$ cat src/rtl/lsu_itf_arbiter.sv
`default_nettype none
// lsu_itf_arbiter: two-initiator round-robin arbiter onto one LSU target port,
// with grant lock until completion and an optional no-response timeout.
module lsu_itf_arbiter #(
   parameter int TIMEOUT_CYCLES = 256,
   parameter int CNT_W          = 16
) (
   input  logic        clk_i,
   input  logic        rst_i,
   // master 0 request / response
   input  logic        lsu_req_m0_req_i,
   input  logic        lsu_req_m0_we_i,
   input  logic [31:0] lsu_req_m0_addr_i,
   input  logic [31:0] lsu_req_m0_wdata_i,
   input  logic [3:0]  lsu_req_m0_amo_i,
   input  logic [3:0]  lsu_req_m0_strb_i,
   input  logic [1:0]  lsu_req_m0_size_i,
   output logic        lsu_ack_m0_ack_o,
   output logic        lsu_ack_m0_error_o,
   output logic [31:0] lsu_ack_m0_rdata_o,
   // master 1 request / response
   input  logic        lsu_req_m1_req_i,
   input  logic        lsu_req_m1_we_i,
   input  logic [31:0] lsu_req_m1_addr_i,
   input  logic [31:0] lsu_req_m1_wdata_i,
   input  logic [3:0]  lsu_req_m1_amo_i,
   input  logic [3:0]  lsu_req_m1_strb_i,
   input  logic [1:0]  lsu_req_m1_size_i,
   output logic        lsu_ack_m1_ack_o,
   output logic        lsu_ack_m1_error_o,
   output logic [31:0] lsu_ack_m1_rdata_o,
   // target request / response
   output logic        lsu_req_req_o,
   output logic        lsu_req_we_o,
   output logic [31:0] lsu_req_addr_o,
   output logic [31:0] lsu_req_wdata_o,
   output logic [3:0]  lsu_req_amo_o,
   output logic [3:0]  lsu_req_strb_o,
   output logic [1:0]  lsu_req_size_o,
   input  logic        lsu_ack_ack_i,
   input  logic        lsu_ack_error_i,
   input  logic [31:0] lsu_ack_rdata_i,
   output logic        timeout_o
);

   typedef enum logic {IDLE = 1'b0, BUSY = 1'b1} state_t;

   localparam logic [CNT_W-1:0] TMO_VAL = CNT_W'(TIMEOUT_CYCLES);
   localparam logic [CNT_W-1:0] CNT_ONE = CNT_W'(1);
   localparam logic [CNT_W-1:0] CNT_MAX = '1;

   state_t           state, state_nxt;
   logic             prio, prio_nxt;
   logic             grant, grant_nxt;
   logic [CNT_W-1:0] cnt, cnt_nxt;

   logic sel;
   logic fwd;
   logic done_ack;
   logic tmo;
   logic complete;

   // In BUSY the granted master stays forwarded even if it drops req early.
   always_comb begin
      sel = grant;
      fwd = 1'b1;
      if (state == IDLE) begin
         fwd = lsu_req_m0_req_i | lsu_req_m1_req_i;
         if (lsu_req_m0_req_i && lsu_req_m1_req_i) begin
            sel = prio;
         end else begin
            sel = lsu_req_m1_req_i;
         end
      end
   end

   always_comb begin
      tmo = 1'b0;
      if (TIMEOUT_CYCLES > 0) begin
         tmo = (state == BUSY) && (cnt == TMO_VAL) && !lsu_ack_ack_i;
      end
   end

   assign done_ack  = fwd & lsu_ack_ack_i;
   assign complete  = done_ack | tmo;
   assign timeout_o = tmo;

   always_comb begin
      lsu_req_req_o   = 1'b0;
      lsu_req_we_o    = 1'b0;
      lsu_req_addr_o  = '0;
      lsu_req_wdata_o = '0;
      lsu_req_amo_o   = '0;
      lsu_req_strb_o  = '0;
      lsu_req_size_o  = '0;
      if (fwd) begin
         if (sel) begin
            lsu_req_req_o   = lsu_req_m1_req_i;
            lsu_req_we_o    = lsu_req_m1_we_i;
            lsu_req_addr_o  = lsu_req_m1_addr_i;
            lsu_req_wdata_o = lsu_req_m1_wdata_i;
            lsu_req_amo_o   = lsu_req_m1_amo_i;
            lsu_req_strb_o  = lsu_req_m1_strb_i;
            lsu_req_size_o  = lsu_req_m1_size_i;
         end else begin
            lsu_req_req_o   = lsu_req_m0_req_i;
            lsu_req_we_o    = lsu_req_m0_we_i;
            lsu_req_addr_o  = lsu_req_m0_addr_i;
            lsu_req_wdata_o = lsu_req_m0_wdata_i;
            lsu_req_amo_o   = lsu_req_m0_amo_i;
            lsu_req_strb_o  = lsu_req_m0_strb_i;
            lsu_req_size_o  = lsu_req_m0_size_i;
         end
      end
   end

   // A timeout completion reports error with zero read data.
   always_comb begin
      lsu_ack_m0_ack_o   = complete & !sel;
      lsu_ack_m0_error_o = !sel & (done_ack ? lsu_ack_error_i : tmo);
      lsu_ack_m0_rdata_o = (done_ack && !sel) ? lsu_ack_rdata_i : '0;
      lsu_ack_m1_ack_o   = complete & sel;
      lsu_ack_m1_error_o = sel & (done_ack ? lsu_ack_error_i : tmo);
      lsu_ack_m1_rdata_o = (done_ack && sel) ? lsu_ack_rdata_i : '0;
   end

   always_comb begin
      state_nxt = state;
      prio_nxt  = prio;
      grant_nxt = grant;
      cnt_nxt   = cnt;
      case (state)
         IDLE: begin
            if (fwd) begin
               if (lsu_ack_ack_i) begin
                  prio_nxt = ~sel;
               end else begin
                  state_nxt = BUSY;
                  grant_nxt = sel;
                  cnt_nxt   = CNT_ONE;
               end
            end
         end
         BUSY: begin
            if (complete) begin
               state_nxt = IDLE;
               prio_nxt  = ~grant;
               cnt_nxt   = '0;
            end else if (cnt != CNT_MAX) begin
               cnt_nxt = cnt + CNT_ONE;
            end
         end
         default: state_nxt = IDLE;
      endcase
   end

   always_ff @(posedge clk_i) begin
      if (rst_i) begin
         state <= IDLE;
         prio  <= 1'b0;
         grant <= 1'b0;
         cnt   <= '0;
      end else begin
         state <= state_nxt;
         prio  <= prio_nxt;
         grant <= grant_nxt;
         cnt   <= cnt_nxt;
      end
   end

endmodule
`default_nettype wire
$ cat config.mk
export PLATFORM = sky130hd
export DESIGN_NAME = lsu_itf_arbiter
export DESIGN_NICKNAME = d
export VERILOG_FILES = /design/src/rtl/lsu_itf_arbiter.sv
export SDC_FILE = /design/constraint.sdc
export NUM_CORES = 1
export LEC_CHECK = 0
export ABC_CLOCK_PERIOD_IN_PS = 2400
export CORE_AREA = 3 3 127 129
export CTS_CLUSTER_SIZE = 16
export DETAILED_ROUTE_END_ITERATION = 6
export DIE_AREA = 0 0 130 132
export PLACE_DENSITY = 0.6
export SYNTH_ARGS = -nofsm -noshare
export SYNTH_HDL_FRONTEND = slang
export SYNTH_SLANG_ARGS = --single-unit
$ cat constraint.sdc
create_clock -name clk_i -period 2.4 [get_ports clk_i]
set_input_delay 0.48 -clock clk_i [delete_from_list [all_inputs] [get_ports clk_i]]
set_output_delay 0.48 -clock clk_i [all_outputs]
set_load 0.01 [all_outputs]
* Word-level counts from Yosys, hierarchy flattened
Cells that the tools add are included.
** Operators by class
- Equality and inequality tests :: 7
- Mux-type cells :: 33
- Add/subtract/negate cells :: 1
- Bitwise operators :: 11
- Reduce and logical (&&, ||, !) cells :: 10
** Operators with widths (number)
- $mux 32 :: 6
- $mux 16 :: 4
- $pmux 16 s2 :: 1
- $add 16x1->16 const B :: 1
- $eq 16x9->1 const B :: 1
- $mux 4 :: 4
- $ne 16x16->1 const B :: 1
- $mux 1 :: 14
- $reduce_and 3->1 :: 3
- $ne 2x2->1 const B :: 3
- $and 1x1->1 :: 5
- $logic_and 1x1->1 :: 5
- $mux 2 :: 2
- $not 1->1 :: 4
- $pmux 1 s2 :: 2
- $ne 3x1->1 const B :: 1
- $logic_not 1->1 :: 2
- $ne 2x1->1 const B :: 1
- $or 1x1->1 :: 2
** Word-level totals
- Output and inout bits :: 145
- Input bits :: 188
- Word-level logic and storage cells :: 66
- Register bits after elaboration :: 19

* Depth between registers and ports, before layout
- Depth in word-level cells :: 7
- Depth in mapped cells :: 9
- Depth with buffers taken out :: 7

* Least setup slack after synthesis
No wires, ideal clock.
- Path kind :: input to output
- From :: in lsu_req_m0_req_i
- To :: out lsu_req_wdata_o[10]
- Data required time :: 1.920 ns
- Slack :: 0.295 ns
- Buffers on the path :: 2
- Stages on the path :: 7
- Arrival :: 1.625 ns
- Path through :: nand2b_1 nand3b_1 nand2_1 clkbuf_1 buf_1 nand2_1 a21oi_1
** On the way
- Cells in the longest elaborated chain, start to end :: 5
- Elaborated cells between the ends (all ways) :: 7
- Classes of those cells :: mux (5); bitwise (1); reduce/logical (1)
** RTL lines
- start: declaration :: RTL line 11 : input logic lsu_req_m0_req_i,
- $logic_and 1x1->1 :: RTL line 69 : if (lsu_req_m0_req_i && lsu_req_m1_req_i) begin
- $mux 1 :: RTL line 69
- $mux 1 :: RTL line 67 : if (state == IDLE) begin
- $mux 32 :: RTL line 97 : if (sel) begin
- $mux 32 (*) :: RTL line 96 : if (fwd) begin
- end: declaration :: RTL line 36 : output logic [31:0] lsu_req_wdata_o,
Mark *: on every way between the ends. The rest lies on a longest branch, timed or not.

* Worst setup path in the final report
- From :: in lsu_req_m0_req_i
- To :: out lsu_ack_m0_rdata_o[17]
** On the way
- Cells in the longest elaborated chain, start to end :: 6
- Elaborated cells between the ends (all ways) :: 9
- Classes of those cells :: mux (4); bitwise (2); reduce/logical (3)
** RTL lines
- $logic_and 1x1->1 :: RTL line 69
- $mux 1 :: RTL line 69
- $mux 1 :: RTL line 67
- $logic_not 1->1 :: RTL line 121 : lsu_ack_m0_rdata_o = (done_ack && !sel) ? lsu_ack_rdata_i : '0;
- $logic_and 1x1->1 (*) :: RTL line 121
- $mux 32 (*) :: RTL line 121
- end: declaration :: RTL line 20 : output logic [31:0] lsu_ack_m0_rdata_o,
Marks and branches as above.

==> results.toml <==
[timing]
drv_slew = 0
setup_viol = 0
fin_setup_tns_ns = 0
fin_crit_sh = 0.966
finalHoldViolations = 0
tightest_slew_ns = 0.472
relSlewSlack = 0.683
fmax_mhz = 431
period_needed_ns = 2.32
skew_ns = 0.00377

[yosys]
ys_seq_elements = 19
synth_edf_count = 0
synth_cell_types = 43
syn_inst = 485
synth_ff_type = "dfxtp_1"
synth_nets = 675
synthXorXnorAreaFrac = 0.00654
ys_seq_area_frac = 0.142
async_flop_share = 0
synth_compound_area_frac = 0.244
synth.cell_area_um2 = 2680
synth_top_family_by_area = "simple AND/OR/NAND/NOR gates"
syn_avg_cell_area_um2 = 5.52
synth_adder_area_share = 0.00935
yosysWarnings = 0
yosys.area_share.simple = 0.526
synth_mux_area_frac = 0.00374

[pwr]
ir_drop_uv = 150
power_density_nw_per_um2 = 296
p_leak_uw = 0.00320

[routing]
avgViaCountPerCell = 4.61
drt_wl_total_um = 18100
vias = 4889
drcViolationCount = 0
routedWlPerCell_um = 17.0
dr.first_iter.drc_count = 267
dr.pass1.iters = 4
ant_nets = 0

[floorplanning]
die-height_um = 132
die-area_um2 = 17200
core_area_um2 = 15100
num_rows = 45
io_pins = 333
dieWidth_um = 130
start_util = 0.177

[final_layout]
drive_gt1_frac = 0.268
num-nets-final = 1064
regArea_um2 = 383
utilization = 0.460
antenna_cells = 0
multi_input_area_um2 = 2310
syn_to_final_growth_pct = 160
final_area_um2 = 6970
fillCellCount = 1597

[grt]
grt_pass1_wl_um = 25900
antenna_found_initial = 0
grt_max_degree = 33
grt_usage = 0.189
grt_overflow = 0
grt_pass1_vias = 4752

[clocking]
cts-root-buf = "clkbuf_16"
clkSlewWorstSetupHoldPaths_ns = 0.06
clk-insertion-delay-late_ns = 0.25
htreeDepth = 1
cts_buffer_depth = 2
cts_tree = "yes"
clkSinkCount = 19
cts_buffers = 3

[setup_path]
critPathSlowestCell = "or3_4"
critical_path_buf_inv_count = 5
cp_max_fo = 16
crit_arrival_ns = 1.84
worstPathCellList = "buf_2, or3_4, nand2_4, nor2_4, buf_6, buf_6, buf_12, and2_1, buf_2"
cpPeakStageDelay_ns = 0.41
path_class = "in2out"
endpoint_kind = "output port"
cp_top_family = "simple AND/OR/NAND/NOR gates"
worst_ep_required_time_ns = 1.92
cp-start-kind = "input pin"

[outcome]
run_status = "finished, final reports clean"

[placement]
gp_congestion = 0.965
dpl.hpwl_um = 14400
io_buffer_count = 332
placed_cell_area_um2 = 6800

[flow_run]
maxCapViolCount = 0

[worst_hold_path]
hold_class = "reg2reg"
-- flip-flops by register name, indices dropped and copies added (netlist names) --
register	cells
prio	1
cnt	16
state	1
grant	1
-- kinds of logic (layout without fill, tap and decap cells) --
kind of cell / Yosys count / count (layout)
AND/OR/NAND/NOR: 297 / 297
multiplexers: 1 / 1
XOR/XNOR: 2 / 2
AO/OA/AOI/OAI: 120 / 120
flip-flops: 19 / 19
adder cells (fa/ha/maj): 2 / 2
buffers and inverters: 44 / 432
-- worst paths after layout --
| check | startpoint | to | slack (ns) | cells past startpoint |
|---|---|---|---|---|
| worst min register to register | cnt[13] | cnt[13] | 0.51 | 2 |
| worst max-delay path | lsu_req_m0_req_i | lsu_ack_m0_rdata_o[17] | 0.08 | 9 |
| worst max register to register | cnt[0] | cnt[0] | 0.26 | 7 |
| worst min-delay path | cnt[13] | cnt[13] | 0.51 | 2 |
-- metal layers --
metal  share of wire  GRT usage  vias to the layer above
li1                -          -                     2415
met1            0.38      0.217                     2158
met2            0.49      0.343                      282
met3           0.098     0.0539                       34
met4           0.025     0.0439                        0
met5               0          0                        -
-- final cells by class --
| type | count | area share |
|---|---|---|
| Sequential cell | 19 | 0.0550 |
| Tap cell | 188 | 0.0338 |
| Clock inverter | 1 | 0.000718 |
| Timing Repair Buffer | 424 | 0.567 |
| Clock buffer | 3 | 0.0108 |
| Multi-Input combinational cell | 422 | 0.331 |
| Inverter | 4 | 0.00216 |
-- synthesized netlist by cell type, drive strengths merged (3+ instances only) --
| cell type | instances | area share |
|---|---|---|
| a31oi | 5 | 0.012 |
| nand3 | 6 | 0.011 |
| nor3 | 5 | 0.011 |
| nor4b | 3 | 0.0098 |
| or3 | 5 | 0.012 |
| a21oi | 88 | 0.16 |
| dfxtp | 19 | 0.14 |
| nand4 | 8 | 0.019 |
| and3 | 4 | 0.011 |
| nand2 | 164 | 0.23 |
| and4 | 3 | 0.0098 |
| inv | 4 | 0.0056 |
| and2 | 66 | 0.15 |
| buf | 13 | 0.024 |
| or4 | 3 | 0.0084 |
| clkbuf | 27 | 0.038 |
| nor2 | 23 | 0.032 |
| o21ai | 11 | 0.021 |
| a211oi | 5 | 0.014 |
-- metrics by stage --
step	instances	power, uW	worst slack [ns]	hold WS (ns)
after floorplan	485	761	0.295	0.455
after global placement	1035	1710	-0.602	0.503
after detailed placement	1035	1710	-0.606	0.507
after CTS	1053	2000	0.00342	0.515
after global routing	1061	2180	-0.0130	0.557
final	1061	2060	0.0813	0.514
-- power breakdown --
group | leakage (uW) | internal, uW | switching (uW)
logic | 0.00301 | 796 | 589
registers | 0.000155 | 322 | 4.77
clock network | 0.0000409 | 224 | 129
-- timing repair --
item,4_1_cts,5_1_grt
cloned,4,6
hold buffers,0,0
setup endpoints to repair,144,120
resized for setup,446,58
setup buffers,10,2
pin swaps,3,14
-- cell usage in the layout, fill, tap and decap left out, drive strengths merged, types with 2 or more instances in the layout --
cell,count
a211oi,5
a21oi,88
a22o,2
a31oi,5
and2,66
and3,4
and4,3
buf,175
bufbuf,2
clkbuf,12
clkdlybuf4s15,19
clkdlybuf4s50,185
dfxtp,19
dlygate4sd2,34
ha,2
inv,4
nand2,164
nand2b,2
nand3,6
nand4,8
nor2,23
nor3,5
nor4,2
nor4b,3
o21ai,11
or3,5
or4,3
xnor2,2
-- worst reg2reg max path, delay by kind of cell (launching register included) --
| kind | cells | cell delay (ns) |
|---|---|---|
| adders and majority gates | 1 | 0.18 |
| DFF | 1 | 0.33 |
| xor gates and xnor gates | 1 | 0.16 |
| AOI/OAI and AO/OA | 1 | 0.23 |
| buffers and inverters | 1 | 0.14 |
| and+or+nand+nor | 3 | 1.01 |
No activity file was read; power rests on OpenSTA's default activity.
